**config.mk**
```make
export PLATFORM = sky130hd
export DESIGN_NAME = ld_req_noc2_issue_queue
export DESIGN_NICKNAME = d
export VERILOG_FILES = /design/src/rtl/ld_req_noc2_issue_queue.sv
export SDC_FILE = /design/constraint.sdc
export NUM_CORES = 1
export LEC_CHECK = 0
export BUFFER_PORTS_ARGS = -buffer_cell sky130_fd_sc_hd__buf_4
export CORE_MARGIN = 1
export CORE_UTILIZATION = 25
export DETAILED_ROUTE_END_ITERATION = 8
export PLACE_DENSITY_LB_ADDON = 0.08
export SLEW_MARGIN = 20
export SYNTH_ARGS = -nofsm -noshare
export SYNTH_HDL_FRONTEND = slang
export SYNTH_SLANG_ARGS = --single-unit
```
**constraint.sdc**
```tcl
create_clock -name clk -period 5 [get_ports clk]
set_clock_uncertainty 0.15 [all_clocks]
set_input_delay 1 -clock clk [delete_from_list [all_inputs] [get_ports clk]]
set_output_delay 1 -clock clk [all_outputs]
set_load 0.02 [all_outputs]
```
**src/rtl/ld_req_noc2_issue_queue.sv**
```systemverilog
// ld_req_noc2_issue_queue
// Buffers load requests in a DEPTH-entry FIFO, tags each one with the
// lowest free local MSHR id, and issues it as a NoC2 load (req_type 60)
// through a single registered output stage. Ids stay busy from issue-register
// load until the matching response frees them.
//
// Ports:
//   clk, rst_n          clock, synchronous active-low reset
//   ld_valid_i/ready_o  load request handshake (ld_addr_i, ld_size_i)
//   noc2_*              NoC2 request handshake and payload (registered)
//   resp_valid_i        response returned; frees resp_mshrid_i
//   outstanding_o       number of busy ids (registered popcount)
//   err_o               sticky flag: free of an out-of-range or idle id
module ld_req_noc2_issue_queue #(
    parameter int unsigned DEPTH     = 4,
    parameter int unsigned NUM_MSHR  = 4,
    parameter int unsigned ADDR_W    = 40,
    parameter int unsigned SIZE_W    = 3,
    parameter int unsigned MSHRID_W  = 8,
    parameter int unsigned HOMEID_W  = 30,
    parameter int unsigned HOME_LSB  = 6,
    parameter int unsigned HOME_BITS = 4
) (
    input  logic                          clk,
    input  logic                          rst_n,
    input  logic                          ld_valid_i,
    output logic                          ld_ready_o,
    input  logic [ADDR_W-1:0]             ld_addr_i,
    input  logic [SIZE_W-1:0]             ld_size_i,
    output logic                          noc2_valid_o,
    input  logic                          noc2_ready_i,
    output logic [5:0]                    noc2_req_type_o,
    output logic [MSHRID_W-1:0]           noc2_mshrid_o,
    output logic [ADDR_W-1:0]             noc2_address_o,
    output logic [SIZE_W-1:0]             noc2_size_o,
    output logic [HOMEID_W-1:0]           noc2_homeid_o,
    output logic [7:0]                    noc2_write_mask_o,
    output logic [63:0]                   noc2_data_0_o,
    output logic [63:0]                   noc2_data_1_o,
    input  logic                          resp_valid_i,
    input  logic [MSHRID_W-1:0]           resp_mshrid_i,
    output logic [$clog2(NUM_MSHR+1)-1:0] outstanding_o,
    output logic                          err_o
);

    localparam int unsigned PTR_W = $clog2(DEPTH);
    localparam int unsigned CNT_W = $clog2(NUM_MSHR + 1);

    logic [ADDR_W-1:0]   fifo_addr [DEPTH];
    logic [SIZE_W-1:0]   fifo_size [DEPTH];
    logic [PTR_W:0]      wr_ptr;
    logic [PTR_W:0]      rd_ptr;
    logic                fifo_full;
    logic                fifo_empty;
    logic                push;
    logic                load;

    logic [NUM_MSHR-1:0] busy;
    logic [NUM_MSHR-1:0] busy_next;
    logic [NUM_MSHR-1:0] alloc_mask;
    logic [NUM_MSHR-1:0] free_mask;
    logic [MSHRID_W-1:0] alloc_id;
    logic                any_free;
    logic                free_illegal;
    logic [CNT_W-1:0]    cnt_next;

    logic                out_valid;
    logic [ADDR_W-1:0]   out_addr;
    logic [SIZE_W-1:0]   out_size;
    logic [MSHRID_W-1:0] out_id;

    // Extra wrap bit distinguishes full from empty when indices match.
    assign fifo_empty = (wr_ptr == rd_ptr);
    assign fifo_full  = (wr_ptr[PTR_W-1:0] == rd_ptr[PTR_W-1:0]) &&
                        (wr_ptr[PTR_W] != rd_ptr[PTR_W]);
    assign ld_ready_o = !fifo_full;
    assign push       = ld_valid_i && !fifo_full;
    assign any_free   = |(~busy);
    assign load       = !fifo_empty && any_free && (!out_valid || noc2_ready_i);

    // Lowest-index free id.
    always_comb begin
        logic found;
        found      = 1'b0;
        alloc_mask = '0;
        alloc_id   = '0;
        for (int unsigned i = 0; i < NUM_MSHR; i++) begin
            if (!busy[i] && !found) begin
                found         = 1'b1;
                alloc_mask[i] = 1'b1;
                alloc_id      = MSHRID_W'(i);
            end
        end
    end

    // A free is legal only if it hits an in-range busy id; anything else
    // leaves the bitmap alone and flags an error.
    always_comb begin
        free_mask = '0;
        for (int unsigned i = 0; i < NUM_MSHR; i++) begin
            if (resp_valid_i && (resp_mshrid_i == MSHRID_W'(i)) && busy[i]) begin
                free_mask[i] = 1'b1;
            end
        end
        free_illegal = resp_valid_i && (free_mask == '0);
    end

    // Allocation uses the pre-free bitmap, so a freed id can never be
    // reallocated on the edge that frees it.
    always_comb begin
        busy_next = (busy & ~free_mask) | (load ? alloc_mask : '0);
        cnt_next  = '0;
        for (int unsigned i = 0; i < NUM_MSHR; i++) begin
            cnt_next = cnt_next + CNT_W'(busy_next[i]);
        end
    end

    always_ff @(posedge clk) begin
        if (push) begin
            fifo_addr[wr_ptr[PTR_W-1:0]] <= ld_addr_i;
            fifo_size[wr_ptr[PTR_W-1:0]] <= ld_size_i;
        end
    end

    always_ff @(posedge clk) begin
        if (!rst_n) begin
            wr_ptr        <= '0;
            rd_ptr        <= '0;
            busy          <= '0;
            outstanding_o <= '0;
            err_o         <= 1'b0;
            out_valid     <= 1'b0;
            out_addr      <= '0;
            out_size      <= '0;
            out_id        <= '0;
        end else begin
            if (push) begin
                wr_ptr <= wr_ptr + 1'b1;
            end
            if (load) begin
                rd_ptr    <= rd_ptr + 1'b1;
                out_valid <= 1'b1;
                out_addr  <= fifo_addr[rd_ptr[PTR_W-1:0]];
                out_size  <= fifo_size[rd_ptr[PTR_W-1:0]];
                out_id    <= alloc_id;
            end else if (noc2_ready_i) begin
                out_valid <= 1'b0;
            end
            busy          <= busy_next;
            outstanding_o <= cnt_next;
            if (free_illegal) begin
                err_o <= 1'b1;
            end
        end
    end

    assign noc2_valid_o      = out_valid;
    assign noc2_req_type_o   = 6'd60;
    assign noc2_mshrid_o     = out_id;
    assign noc2_address_o    = out_addr;
    assign noc2_size_o       = out_size;
    assign noc2_homeid_o     = HOMEID_W'(out_addr[HOME_LSB +: HOME_BITS]);
    assign noc2_write_mask_o = '0;
    assign noc2_data_0_o     = '0;
    assign noc2_data_1_o     = '0;

endmodule

```
==> impl_metrics.ini <==
[run_status]
status = finished, final reports clean

[placement]
place_congestion = 0.714
dp.cells = 1306
hpwl_um = 13600
io_buffers = 110
place_area_um2 = 10900

[critical_path]
required_ps = 3850
critical_path_class = register to output port
cp_top_family = buffers and inverters
cpPeakStageDelay_ps = 630
setup.worst_path.start_class = register
cp_cell_sequence = buf_4 -> xor2_1 -> or3_1 -> buf_4
cp_num_cells = 4
ff2ff_path_depth = 5
arrival_ps = 2370
crit_path_top_delay_cell = buf_4
critPathMaxFanout = 46
cp-end-kind = output port
cp_num_buf_inv = 2
worst_path_most_repeated_cell = buf_4

[final_layout]
n_antenna_cell = 0
seq_area_um2 = 6370
multi_input_area_um2 = 2990
finalNonFillerCells = 1357
nFillCells = 4035
final_cell_area_um2 = 11900
layout-drive-gt1-share_pct = 29.4
area_growth_pct = 15.8
final_nets = 875

[timing]
finalHoldViolCount = 0
slew_violations = 0
min_period_over_period_pct = 70.4
rsz0062_at_grt = no
tightest_slew_ps = 1040
max_slew_margin_pct = 30.5
finalSetupTns_ps = 0
whs_ps = 300
report.final.setup_viol = 0
max_freq_ghz = 0.284
period_minus_slack_ps = 3520

[die]
die_h_um = 205
core_area_um2 = 40200
fp.dieW_um = 205
die_area_um2 = 42000
start_util_pct = 25.6
io-pin-count = 285
num_rows = 73

[route]
antenna_left = 0
finalWirelength_um = 23700
routed_via_density = 4.06
firstDrtPassIters = 4
vias = 5511
drt_iter0_markers = 227
avgRoutedWirePerCell_um = 17.5
drc = 0

[clock_tree]
cts_root_buffer = clkbuf_16
post-cts-setup-buffers = 0
cts_resized = 0
cts_buffers = 28
clk_pin_slew_ps = 50
cts_htree_levels = 1
cts_hold_buf = 0
cts.sinks = 232
clock_path_buffers = 3
clk_latency_ps = 540
cts_tree = built

[pwr]
power_frac_comb_pct = 30.2
ir_drop_v = 0.000251
switching_share_pct = 32.8
internal_power_mw = 4.45
cellLeakagePower_nw = 4.43
p_clk_share_pct = 31.8
sequentialPowerShare_pct = 38.0
p_sw_mw = 2.17
power.density_nw_per_um2 = 557

[yosys]
ys_ff_latch = 232
yosysSeqAreaShare_pct = 61.9
synth_top_family_by_area = buffers and inverters
synthAdderAreaFrac_pct = 1.05
synthMuxAreaShare_pct = 9.93
syn_inst = 703
synthSimpleGateAreaFrac_pct = 6.44
synth_common_cells = buf_4 (183), edfxtp_1 (172), dfxtp_1 (60)
ys_warn_count = 0
synth_compound_area_share_pct = 4.60
avgSynthCellArea_um2 = 14.6
ys_top_cells_by_area = edfxtp_1 (50%), buf_4 (13%), dfxtp_1 (12%)
yosys.cell_count.top_type = buf_4
syn-cell-area_um2 = 10300
ys_async_sr_fraction_pct = 0
synthFlopType = edfxtp_1
yosysUniqueCellTypes = 45
synth_top_cell_by_area = edfxtp_1
synth_edf_count = 172
synth-xor-area-share_pct = 0.657
synth_top_area_share_pct = 50.2

[min_path]
hp-class = register to register
holdPathStages = 2

[grt]
grt_antenna_before_repair = 0
grt_max_degree = 76
overflow = 0
track_usage_pct = 11.3
first_global_vias = 5587
grt_pass1_wl_um = 35200

[flow_run]
drv_cap = 0
[routing by layer]
layer  GRT usage (%)  share of wire (%)  up-vias
met5               0                  0        -
met1            14.3                 43     2779
met2            18.8                 49      233
met4            3.57                1.9        0
met3            2.69                6.1       30
li1                -                  -     2469
[final timing paths]
path                                     start               to  slack, ps
worst max-delay path                 rd_ptr[1]       ld_ready_o       1480
worst min-delay path            noc2_size_o[2]   noc2_size_o[2]        300
worst max register to register       rd_ptr[1]  fifo_size[2][0]       1700
worst min register to register  noc2_size_o[2]   noc2_size_o[2]        300
[tightest hold or removal path, stage by stage (launching register included)]
cell and delay, ps:
dfxtp_1 310, nand2_1 50, o21ai_1 50
[cell usage in the layout (no fill, tap or decap), types with 3 or more instances in the layout]
cell       Yosys  routed
and2_1         8       5
nand3_1        4       4
a21oi_1        4       4
nand2_1       50      50
and2_2         0       3
nand2b_1       3       3
mux4_2        44      44
o21ai_2       30      30
dfxtp_1       60      58
clkbuf_8       0       6
ha_1           7       7
conb_1         2     174
nand4_1       44      44
nor2_1         7       7
inv_1          6       5
bufinv_16      0       3
nor2b_1        3       3
buf_4        183     118
edfxtp_1     172     172
mux2i_1        3       3
clkbuf_1      18       8
o21ai_1       13      13
clkbuf_16      0      30
[metrics by stage]
stage                     power, mW  util, %  setup slack (ps)
final                          6.63     29.6              1480
after global routing           7.02     29.6              1330
after CTS                      6.77     29.6              1390
after detailed placement       4.62     27.2              1420
after global placement         4.61     27.2              1460
after floorplan                4.11        -              1770
[cell type report]
| class | count | share of cell area, % |
|---|---|---|
| Inverter | 6 | 0.189 |
| Tap cell | 525 | 5.52 |
| Timing Repair Buffer | 119 | 7.53 |
| Clock buffer | 44 | 7.25 |
| Sequential cell | 232 | 53.5 |
| Multi-Input combinational cell | 424 | 25.1 |
| Clock inverter | 7 | 0.904 |
[cells by family (layout without fill, tap and decap cells)]
logic type | after synthesis | in the layout
multiplexers | 47 | 47
adder cells (fa/ha/maj) | 8 | 8
XOR/XNOR | 6 | 6
other | 2 | 174
AND/OR/NAND/NOR | 128 | 128
flip-flops | 232 | 232
AO/OA/AOI/OAI | 61 | 61
buffers and inverters | 219 | 176
[sequential cells by signal, indices dropped and copies added, names as in the netlist]
signal / flops
noc2_address_o: 40
noc2_mshrid_o: 2
busy: 4
fifo_addr: 160
fifo_size: 12
noc2_size_o: 3
err_o: 1
noc2_valid_o: 1
wr_ptr: 3
rd_ptr: 3
outstanding_o: 3
[power by group through the flow]
stage	clock network [mW]	logic, mW	registers, mW
after floorplan	0	1.35	2.75
after global placement	0	2.06	2.55
after detailed placement	0	2.06	2.56
after CTS	2.18	2.07	2.53
after global routing	2.27	2.19	2.56
final	2.11	2.00	2.52
(Power assumes the default switching activity.)
